File: config.mk
export PLATFORM = sky130hd
export DESIGN_NAME = controlador_busqueda_igual
export DESIGN_NICKNAME = d
export VERILOG_FILES = /design/src/rtl/controlador_busqueda_igual_pkg.sv /design/src/rtl/controlador_busqueda_igual_comparador.sv /design/src/rtl/controlador_busqueda_igual.sv
export SDC_FILE = /design/constraint.sdc
export NUM_CORES = 1
export LEC_CHECK = 0
export BUFFER_PORTS_ARGS = -buffer_cell sky130_fd_sc_hd__buf_4
export CAP_MARGIN = 10
export CORE_MARGIN = 1.5
export CORE_UTILIZATION = 55
export DETAILED_ROUTE_END_ITERATION = 8
export GPL_TIMING_DRIVEN = 0
export PLACE_DENSITY = 0.72
export SLEW_MARGIN = 20
export SYNTH_ARGS = -nofsm -noshare
export SYNTH_HDL_FRONTEND = slang
export SYNTH_SLANG_ARGS = --single-unit
File: constraint.sdc
create_clock -name clk -period 3.8 [get_ports clk]
set_input_delay 0.38 -clock clk [delete_from_list [all_inputs] [get_ports clk]]
set_output_delay 0.38 -clock clk [all_outputs]
set_load 0.05 [all_outputs]
File: src/rtl/controlador_busqueda_igual_pkg.sv
// ============================================================================
// Module      : controlador_busqueda_igual_pkg
// Description : Shared types and default sizes for the sequential equality
//               search controller.
// Revision    : 1.0 - initial release
// ============================================================================
`default_nettype none

package controlador_busqueda_igual_pkg;

    // Default key/entry width and table depth
    localparam int c_n_def     = 5;
    localparam int c_depth_def = 8;

    // Controller states
    typedef enum logic [1:0] {
        ST_IDLE = 2'd0,
        ST_SCAN = 2'd1,
        ST_DONE = 2'd2
    } estado_t;

endpackage : controlador_busqueda_igual_pkg

`default_nettype wire

File: src/rtl/controlador_busqueda_igual_comparador.sv
// ============================================================================
// Module      : comparador_igual
// Description : Combinational n-bit equality comparator; the single shared
//               comparator time-multiplexed over the search table.
// Revision    : 1.0 - initial release
// ============================================================================
`default_nettype none

module comparador_igual #(
    parameter int n = 5
) (
    input  logic [n-1:0] a,
    input  logic [n-1:0] b,
    output logic         iguales
);

    assign iguales = (a == b);

endmodule : comparador_igual

`default_nettype wire

File: src/rtl/controlador_busqueda_igual.sv
// ============================================================================
// Module      : controlador_busqueda_igual
// Description : Sequential search controller. Latches a key on start and
//               compares it against one table entry per clock from index 0
//               upward, reporting found/index/match count with a done pulse.
//               Build option CONTAR_COINCIDENCIAS_EN: scan always visits every
//               entry and counts all matches instead of stopping at the first.
// Revision    : 1.0 - initial release
// ============================================================================
`default_nettype none

module controlador_busqueda_igual
    import controlador_busqueda_igual_pkg::*;
#(
    parameter int N     = c_n_def,
    parameter int DEPTH = c_depth_def
) (
    input  logic                     clk,
    input  logic                     rst,
    input  logic                     start,
    input  logic [N-1:0]             clave,
    input  logic                     wr_en,
    input  logic [$clog2(DEPTH)-1:0] wr_addr,
    input  logic [N-1:0]             wr_data,
    output logic                     busy,
    output logic                     done,
    output logic                     encontrado,
    output logic [$clog2(DEPTH)-1:0] indice,
    output logic [$clog2(DEPTH):0]   num_coincidencias
);

    localparam int c_aw = $clog2(DEPTH);
    localparam int c_cw = c_aw + 1;

    // ------------------------------------------------------------------------
    // State
    // ------------------------------------------------------------------------
    logic [N-1:0]    tabla_q [DEPTH];
    logic [N-1:0]    tabla_d [DEPTH];

    estado_t         estado_q, estado_d;
    logic [c_aw-1:0] ptr_q, ptr_d;
    logic [N-1:0]    clave_q, clave_d;
    logic            busy_q, busy_d;
    logic            done_q, done_d;
    logic            encontrado_q, encontrado_d;
    logic [c_aw-1:0] indice_q, indice_d;
    logic [c_cw-1:0] num_q, num_d;
`ifdef CONTAR_COINCIDENCIAS_EN
    // Running totals of the full scan; published only when entering DONE
    logic [c_cw-1:0] acc_cnt_q, acc_cnt_d;
    logic [c_aw-1:0] acc_idx_q, acc_idx_d;
`endif

    logic            w_iguales;
    logic            w_ultimo;

    // Single shared comparator: current table entry vs latched key
    comparador_igual #(.n(N)) u_comparador (
        .a       (tabla_q[ptr_q]),
        .b       (clave_q),
        .iguales (w_iguales)
    );

    assign w_ultimo = (ptr_q == c_aw'(DEPTH - 1));

    // Table write port; frozen while scanning so the search sees a stable set
    always_comb begin
        for (int i = 0; i < DEPTH; i++) begin
            tabla_d[i] = tabla_q[i];
        end
        if (wr_en && (estado_q != ST_SCAN)) begin
            tabla_d[wr_addr] = wr_data;
        end
    end

    // Table storage, cleared on reset
    always_ff @(posedge clk) begin
        if (rst) begin
            for (int i = 0; i < DEPTH; i++) begin
                tabla_q[i] <= '0;
            end
        end else begin
            for (int i = 0; i < DEPTH; i++) begin
                tabla_q[i] <= tabla_d[i];
            end
        end
    end

    // Next-state and registered-output logic of the search FSM
    always_comb begin
        estado_d     = estado_q;
        ptr_d        = ptr_q;
        clave_d      = clave_q;
        busy_d       = 1'b0;
        done_d       = 1'b0;
        encontrado_d = encontrado_q;
        indice_d     = indice_q;
        num_d        = num_q;
`ifdef CONTAR_COINCIDENCIAS_EN
        acc_cnt_d    = acc_cnt_q;
        acc_idx_d    = acc_idx_q;
`endif

        case (estado_q)
            ST_IDLE: begin
                if (start) begin
                    clave_d      = clave;
                    ptr_d        = '0;
                    encontrado_d = 1'b0;
                    indice_d     = '0;
                    num_d        = '0;
`ifdef CONTAR_COINCIDENCIAS_EN
                    acc_cnt_d    = '0;
                    acc_idx_d    = '0;
`endif
                    busy_d       = 1'b1;
                    estado_d     = ST_SCAN;
                end
            end

            ST_SCAN: begin
`ifdef CONTAR_COINCIDENCIAS_EN
                if (w_iguales) begin
                    // First hit fixes the reported index
                    if (acc_cnt_q == '0) begin
                        acc_idx_d = ptr_q;
                    end
                    acc_cnt_d = acc_cnt_q + c_cw'(1);
                end
                if (w_ultimo) begin
                    encontrado_d = (acc_cnt_d != '0);
                    indice_d     = acc_idx_d;
                    num_d        = acc_cnt_d;
                    done_d       = 1'b1;
                    estado_d     = ST_DONE;
                end else begin
                    ptr_d  = ptr_q + c_aw'(1);
                    busy_d = 1'b1;
                end
`else
                if (w_iguales) begin
                    encontrado_d = 1'b1;
                    indice_d     = ptr_q;
                    num_d        = c_cw'(1);
                    done_d       = 1'b1;
                    estado_d     = ST_DONE;
                end else if (w_ultimo) begin
                    encontrado_d = 1'b0;
                    indice_d     = '0;
                    num_d        = '0;
                    done_d       = 1'b1;
                    estado_d     = ST_DONE;
                end else begin
                    ptr_d  = ptr_q + c_aw'(1);
                    busy_d = 1'b1;
                end
`endif
            end

            ST_DONE: begin
                estado_d = ST_IDLE;
            end

            default: begin
                estado_d = ST_IDLE;
            end
        endcase
    end

    // FSM and result registers; reset aborts any scan without a done pulse
    always_ff @(posedge clk) begin
        if (rst) begin
            estado_q     <= ST_IDLE;
            ptr_q        <= '0;
            clave_q      <= '0;
            busy_q       <= 1'b0;
            done_q       <= 1'b0;
            encontrado_q <= 1'b0;
            indice_q     <= '0;
            num_q        <= '0;
`ifdef CONTAR_COINCIDENCIAS_EN
            acc_cnt_q    <= '0;
            acc_idx_q    <= '0;
`endif
        end else begin
            estado_q     <= estado_d;
            ptr_q        <= ptr_d;
            clave_q      <= clave_d;
            busy_q       <= busy_d;
            done_q       <= done_d;
            encontrado_q <= encontrado_d;
            indice_q     <= indice_d;
            num_q        <= num_d;
`ifdef CONTAR_COINCIDENCIAS_EN
            acc_cnt_q    <= acc_cnt_d;
            acc_idx_q    <= acc_idx_d;
`endif
        end
    end

    assign busy              = busy_q;
    assign done              = done_q;
    assign encontrado        = encontrado_q;
    assign indice            = indice_q;
    assign num_coincidencias = num_q;

endmodule : controlador_busqueda_igual

`default_nettype wire
* Word-level counts from Yosys, hierarchy flattened
Memories as Yosys holds them, arrays and structs flattened. A register that Yosys moved wholly into a read port is not among the register bits. Cells that the tools add are included.
Storage, ports and cells: input port bits 17, register bits 20, memories kept 1, output and inout bits 10, memory bits (writable) 40, logic and storage cells 81
Memories:
- tabla_q | depth 8, bits a word 5, rd ports 9, clocked after memory_dff 1, write ports 8, RTL line controlador_busqueda_igual.sv:38 | logic [N-1:0] tabla_q [DEPTH];
Cells by class: eq/ne operators 8, bitwise gates (word level) 10, reductions and logical operators 9, mux-type cells 42, $lt $le $gt $ge 2, $add $sub $neg 1
Operators by type and width (count):
- $mux W5 | 9
- $bwmux W40 | 1
- $mux W40 | 1
- $mux W3 | 7
- $demux W5 S3 | 1
- $mux W4 | 3
- $pmux W3 S2 | 2
- $mux W1 | 11
- $or A1 B1 Y1 | 8
- $pmux W4 S2 | 1
- $mux W2 | 3
- $ne A2 B2 Y1 const B | 3
- $eq A5 B5 Y1 | 1
- $ge A4 B4 Y1 const B | 1
- $lt A4 B1 Y1 const B | 1
- $not A3 Y4 | 1
- $pmux W1 S2 | 2
- $pmux W2 S2 | 1
- $reduce_and A2 Y1 | 2
- $reduce_and A4 Y1 | 1
- $add A3 B1 Y3 const B | 1
- $eq A3 B3 Y1 const B | 1
- $ne A3 B2 Y1 const B | 1
- $reduce_and A3 Y1 | 1
- 7 further kinds | 8

* Longest topological paths before layout
Gate-level depths: netlist (run 1).
depth in word-level cells 8, gate-level depth with buffers 8, depth with buffers taken out 6

* Hierarchy
From an unflattened synthesis (run 1), not the netlist that was laid out.
Second synthesis, totals: cells, all modules 249, area, all modules 2635.0 um^2
Modules (own cells, without submodules):
- controlador_busqueda_igual | sequential area each 1181.1 um^2, area each 2576.2 um^2, cells an instance 242, instances 1
- comparador_igual | sequential area each 0.0 um^2, area each 58.8 um^2, cells an instance 7, instances 1

* Least setup slack after synthesis (run 1)
Ideal clock, no wire load.
path kind reg-to-reg, from register with a tool-made name, to register ptr_q[0], arrival 1946 ps, cell stages (with the launch flop) 9, clock period less this slack 2033 ps, required time 3713 ps, setup slack 1767 ps, library setup time 87 ps, path through dfxtp_1 -> buf_6 -> buf_4 -> mux2i_1 -> mux4_2 -> xor2_1 -> nand3_2 -> o21a_4 -> o31ai_1
RTL lines:
- end signal: assignment | RTL line controlador_busqueda_igual.sv:188 | ptr_q <= ptr_d;
- end: declaration | RTL line controlador_busqueda_igual.sv:42 | logic [c_aw-1:0] ptr_q, ptr_d;

==> impl_metrics.py, run 1 <==
metrics = {
    "outcome": {
        "status": "complete, no violations",
    },
    "die": {
        "coreArea_um2": 4470,
        "dieArea_um2": 5210,
        "ios": 27,
        "num_rows": 24,
        "initial_core_util_pct": 58.8,
        "die_h_um": 72.2,
        "die_width_um": 72.2,
    },
    "pwr": {
        "leakagePower_nw": 1.21,
        "clockPowerShare_pct": 39.4,
        "p_sw_w": 0.000356,
        "comb_power_share_pct": 13.0,
        "p_sw_share_pct": 26.1,
        "p_seq_share_pct": 47.6,
        "worst_ir_drop_vdd_v": 0.000359,
        "internal_power_w": 0.00101,
        "power_density_nw_per_um2": 450,
    },
    "clocking": {
        "tritoncts": "yes",
        "post_cts_buffers": 0,
        "clk-insertion-delay-late_ns": 0.33,
        "cts.clk_slew.worst_paths_ns": 0.06,
        "cts_resized": 0,
        "cts_hold_buf": 0,
        "numCtsBuffers": 9,
        "cts.path.max_buffers": 2,
        "cts_max_level": 3,
        "cts_root_buf": "clkbuf_8",
        "cts.sinks": 59,
    },
    "setup_path": {
        "start_kind": "flop",
        "cp-end-kind": "flop",
        "r2r_setup_slack_ns": 1.41,
        "worstPathArrival_ns": 2.62,
        "critPathKind": "flop to flop",
        "crit_fanout": 10,
        "crit_required_ns": 4.03,
        "r2r_cells": 8,
    },
    "sta": {
        "whs_ns": 0.292,
        "rsz0062_at_grt": "no",
        "clock_skew_ns": 0.00421,
        "maxSlewViolCount": 0,
        "fin_crit_ns": 2.39,
        "maxSlewHeadroom_pct": 55.7,
        "clock.fmax_ghz": 0.418,
        "worst_pin_slew_ns": 0.663,
        "setup_viol": 0,
        "hold_viol_final": 0,
        "fin_tns_setup_ns": 0,
        "period_share_pct": 62.9,
    },
    "place": {
        "place_congestion": 0.877,
        "io_buffers": 18,
        "hpwl_um": 4190,
    },
    "synthesis": {
        "synthesis.area_um2": 2630,
        "ys_seq_area_share_pct": 44.9,
        "synth_common_cells": "dfxtp_1 (59), nand2_1 (41), mux2i_1 (37), nor2_1 (27), a21oi_1 (25)",
        "synth_async_sr_flop_share_pct": 0,
        "synth_area_leaders": "dfxtp_1 (45%), mux2i_1 (14%), mux4_2 (6.0%), nand2_1 (5.8%), a21oi_1 (4.8%)",
        "syn_inst": 282,
        "ys_types": 29,
        "synth_top_cell_by_area": "dfxtp_1",
        "yosysTopAreaCellShare_pct": 44.9,
        "synth-edff-count": 0,
        "yosys_warnings": 0,
        "ys_ff_latch": 59,
        "synth_flop_cell": "dfxtp_1",
        "syn_avg_cell_area_um2": 9.34,
        "yosysMostFrequentCell": "dfxtp_1",
    },
    "layout": {
        "synthToLayoutAreaGrowth_pct": 15.2,
        "nets": 332,
        "insertedDiodeCount": 0,
        "multiInputGateArea_um2": 1320,
        "fill_cells": 371,
        "register_area_um2": 1180,
        "drive_above_1_share_pct": 16.7,
    },
    "flow_run": {
        "drv_cap": 0,
    },
    "global_route": {
        "use_met2_pct": 36.1,
        "top_usage_layer": "met2",
        "grtUsageTotal_pct": 24.7,
        "met3_usage_pct": 6.11,
        "grt_pass1_wl_um": 9560,
        "first_global_vias": 1895,
        "grt.overflow.total": 0,
        "grt_use_met1_pct": 34.2,
        "grt_max_degree": 11,
        "antenna_found_initial": 0,
    },
    "drt": {
        "drt_iter0_markers": 140,
        "drc_errors": 0,
        "dr.pass1.iters": 4,
        "antenna_left": 0,
        "dr_total_vias": 2068,
        "routed_via_density": 5.59,
        "routed_wl_um": 5890,
        "wl_per_cell_um": 15.9,
    },
    "hold_path": {
        "hold_class": "input port to flop",
    },
}
## sequential cells by signal, indices dropped and copies added (netlist names), named ones only
signal and cells:
tabla_q 40, clave_q 5, indice 3, ptr_q 3, estado_q 2, busy 1, done 1, num_coincidencias 1
## placed cells by master (no fill, tap or decap), types with 2 or more instances in the layout
master and instances:
dfxtp_1 59, nand2_1 41, mux2i_1 37, nor2_1 27
a21oi_1 25, nand3_1 24, buf_4 23, clkbuf_1 19
clkbuf_8 13, mux4_2 7, o31ai_1 6, xor2_1 5
o21a_1 5, conb_1 3, nand2b_1 2, and3_1 2
buf_2 2, nor2b_1 2, buf_6 2, o2111ai_1 2
ha_1 2
## power groups by stage
| stage | Clock [W] | Combinational (W) | Sequential, W |
|---|---|---|---|
| 3_5_place_dp | 0 | 0.000175 | 0.000663 |
| 3_3_place_gp | 0 | 0.000174 | 0.000663 |
| 5_1_grt | 0.000580 | 0.000193 | 0.000651 |
| 6_report | 0.000538 | 0.000177 | 0.000650 |
| 4_1_cts | 0.000549 | 0.000176 | 0.000650 |
| 2_1_floorplan | 0 | 0.000121 | 0.000671 |
## cells by family after synthesis
kind of cell    Yosys count  synth area share, %
compound gates           41                 9.70
xor+xnor                  5                 1.66
fa+ha+maj                 2                0.950
buf+inv                  27                 5.23
flops                    59                 44.9
mux                      44                 20.1
other cells               1                0.142
simple gates            103                 17.4
## stage by stage
stage	worst slack [ns]	power [W]	utilization [%]	area, µm²	cells
2_1_floorplan	1.77	0.000791	-	2640	284
3_3_place_gp	1.48	0.000836	63.5	2840	354
3_5_place_dp	1.41	0.000839	63.5	2840	354
4_1_cts	1.40	0.00137	67.8	3030	370
5_1_grt	1.26	0.00142	67.8	3030	370
6_report	1.41	0.00137	67.8	3030	370
## metal layers
layer	wire, µm	part of all wire, %	vias up
li1	-	-	1027
met1	2770	47	983
met2	2660	45	46
met3	310	5.3	12
met4	145	2.5	0
met5	0	0	-
## area by class of cell
class / count / area share, %
well taps: 52 / 2.15
multi-input cells: 198 / 43.6
clock inverters: 1 / 0.165
plain buffers: 26 / 4.42
inverters: 1 / 0.124
repair buffers: 18 / 4.46
flip-flops and latches: 59 / 39.0
clock buffers: 15 / 6.15
## how the worst min path moves through the flow
stage                        from            end  slack [ns]  depth (start not counted)
CTS                      clave[2]     clave_q[2]        0.28                          3
finish                   clave[2]     clave_q[2]        0.29                          3
detailed placement  tabla_q[4][0]  tabla_q[4][0]        0.45                          2
global route             clave[3]     clave_q[3]        0.30                          3
global placement    tabla_q[4][2]  tabla_q[4][2]        0.44                          2
floorplan           tabla_q[2][4]  tabla_q[2][4]        0.43                          2
## critical path, stage by stage (launching register included)
cell and delay, ns:
dfxtp_1 0.33, buf_6 0.14, buf_4 0.24, mux2i_1 0.14, mux4_2 0.53, xor2_1 0.18
nand3_2 0.20, o21a_4 0.28, o31ai_1 0.25
No activity file was read; power rests on OpenSTA's default activity.
==> run 2: changes to the inputs <==
Settings changed: ABC_AREA set to 1, CORE_UTILIZATION 55 to 52.
Clock period 3.8 ns to 1.9 ns, I/O delays scaled along.
==> impl_metrics.py, run 2 <==
metrics = {
    "setup_path": {
        "start_kind": "flop",
        "crit_fanout": 10,
        "cp-end-kind": "flop",
        "critPathKind": "flop to flop",
        "worstPathArrival_ns": 2.02,
        "r2r_setup_slack_ns": 0.1,
        "r2r_cells": 13,
        "crit_required_ns": 2.12,
    },
    "sta": {
        "maxSlewViolCount": 0,
        "rsz0062_at_grt": "yes",
        "clock_skew_ns": 0.00774,
        "hold_viol_final": 0,
        "fin_crit_ns": 1.80,
        "setup_viol": 0,
        "clock.fmax_ghz": 0.555,
        "period_share_pct": 94.8,
        "timing.final.ws_setup_ns": 0.0995,
    },
    "layout": {
        "synthToLayoutAreaGrowth_pct": 20.9,
        "finalInstanceArea_um2": 3180,
        "largest_reg_flops": 40,
        "fin_util_pct": 66.4,
        "fin_cells": 494,
        "reg.largest.list": "tabla_q: 40 flops, clave_q: 5 flops",
        "final_cell_mix": "nand2_1 (66), nor2_1 (59), dfxtp_1 (58)",
        "regMostFlops": "tabla_q",
        "drive_above_1_share_pct": 16.2,
        "final_common_cell": "nand2_1",
        "insertedDiodeCount": 0,
        "nets": 443,
    },
    "synthesis": {
        "yosysMostFrequentCell": "nand2_1",
        "synth_xor_xnor_area_share_pct": 0,
        "synth_common_cells": "nand2_1 (69), nor2_1 (64), dfxtp_1 (59), inv_1 (49), o21ai_0 (45)",
        "synth_flop_cell": "dfxtp_1",
        "synthesis.area_um2": 2630,
        "syn_inst": 388,
        "synth_top_cell_by_area": "dfxtp_1",
        "synth_fa_ha_area_share_pct": 0.951,
        "ys_ff_latch": 59,
        "ys_seq_area_share_pct": 44.9,
        "yosysTopAreaCellShare_pct": 44.9,
        "syn_avg_cell_area_um2": 6.78,
        "synthSimpleGateAreaFrac_pct": 27.2,
        "synth_async_sr_flop_share_pct": 0,
        "synth_top_family_by_area": "simple AND/OR/NAND/NOR gates",
        "synth_mux_area_share_pct": 0,
        "synth-edff-count": 0,
        "synth_area_leaders": "dfxtp_1 (45%), nand2_1 (9.8%), nor2_1 (9.1%), o21ai_0 (8.6%), a21oi_1 (7.4%)",
        "ys_types": 18,
        "synth-compound-area-share_pct": 16.0,
        "yosys_warnings": 0,
    },
    "drt": {
        "dr_total_vias": 2506,
        "dr.pass1.iters": 5,
        "routed_via_density": 5.07,
        "drc_errors": 0,
        "antenna_left": 0,
        "drt_iter0_markers": 210,
        "routed_wl_um": 6500,
        "wl_per_cell_um": 13.2,
    },
    "global_route": {
        "first_global_vias": 2250,
        "grtUsageTotal_pct": 25.6,
        "grt_use_met1_pct": 33.3,
        "met3_usage_pct": 6.50,
        "grt.overflow.total": 0,
        "grt_max_degree": 11,
        "use_met2_pct": 41.1,
        "antenna_found_initial": 0,
        "grt_pass1_wl_um": 10400,
        "top_usage_layer": "met2",
    },
    "pwr": {
        "leakagePower_nw": 1.39,
        "worst_ir_drop_vdd_v": 0.000629,
        "power_density_nw_per_um2": 989,
    },
    "die": {
        "die_width_um": 74.1,
        "coreArea_um2": 4790,
        "die_h_um": 74.1,
        "ios": 27,
        "dieArea_um2": 5490,
        "initial_core_util_pct": 55.0,
        "num_rows": 25,
    },
    "clocking": {
        "cts.path.max_buffers": 2,
        "tritoncts": "yes",
        "cts_root_buf": "clkbuf_8",
        "numCtsBuffers": 9,
        "cts.clk_slew.worst_paths_ns": 0.07,
        "cts.sinks": 59,
        "clk-insertion-delay-late_ns": 0.33,
        "cts_max_level": 3,
    },
    "place": {
        "pre_cts_ws_ns": -0.129,
        "post_dp_cell_area_um2": 2880,
        "placed_cells": 478,
        "hpwl_um": 4440,
        "io_buffers": 21,
        "place_congestion": 0.800,
    },
    "hold_path": {
        "min_to": "clave_q[4]",
        "hold_depth": 3,
        "hold_class": "input port to flop",
        "hold_start": "clave[4]",
    },
    "flow_run": {
        "drv_cap": 0,
    },
    "outcome": {
        "status": "complete, no violations",
    },
}
run 2: repair_timing:
action	in CTS	in global routing
hold buffers	0	0
setup endpoints to repair	10	18
buffers inserted	1	0
endpoints found under the hold margin	0	0
gates cloned	0	1
pin swaps	2	4
resized for setup	11	26
run 2: cell type report:
type	instances	area, µm²
multi-input combinational	263	1250
clock inverter	3	15.0
tap	67	83.8
fill	438	1610
inverter	50	195
sequential	59	1180
clock buffer	11	151
buffer	18	120
timing repair buffer	23	176
run 2: worst max-delay path by stage:
stage,from,endpoint,slack [ns]
after floorplan,flop,flop,0.27
after global placement,flop,flop,-0.09
after detailed placement,flop,flop,-0.13
after CTS,flop,flop,0.0005
after global routing,flop,flop,-0.06
final,flop,flop,0.1
run 2: stage by stage:
| stage | setup TNS [ns] | hold slack (ns) | total power (W) |
|---|---|---|---|
| 5_1_grt | -0.491 | 0.118 | 0.00331 |
| 3_3_place_gp | -0.768 | 0.418 | 0.00203 |
| 2_1_floorplan | 0 | 0.325 | 0.00186 |
| 3_5_place_dp | -1.03 | 0.430 | 0.00204 |
| 6_report | 0 | 0.0875 | 0.00314 |
| 4_1_cts | 0 | 0.0815 | 0.00306 |
run 2: routing by layer:
| layer | part of all wire [%] | routed length [µm] |
|---|---|---|
| met2 | 47 | 3050 |
| met1 | 45 | 2950 |
| met4 | 1.4 | 93 |
| met5 | 0 | 0 |
| met3 | 6.3 | 411 |
run 2: cell families (layout without fill, tap and decap cells):
logic type | after synthesis | after routing
simple gates | 174 | 174
flops | 59 | 59
compound gates | 84 | 84
buf+inv | 68 | 105
fa+ha+maj | 2 | 2
other cells | 1 | 3
run 2: critical path: stages, from the launching register on:
cell,delay [ns]
dfxtp_4,0.37
inv_6,0.10
buf_8,0.14
nand2_1,0.07
nand3_1,0.09
nand3_2,0.09
nand3_1,0.10
nand2_1,0.08
nor2_2,0.12
nand3_2,0.15
nand2_4,0.14
nand2_4,0.08
nor2_2,0.10
a21oi_1,0.05
run 2: power breakdown:
part,switching [W],internal (W),leakage [nW]
Sequential,0.0000575,0.00132,0.481
Clock,0.000470,0.000522,0.0908
Combinational,0.000497,0.000275,0.818
Total,0.00102,0.00212,1.39
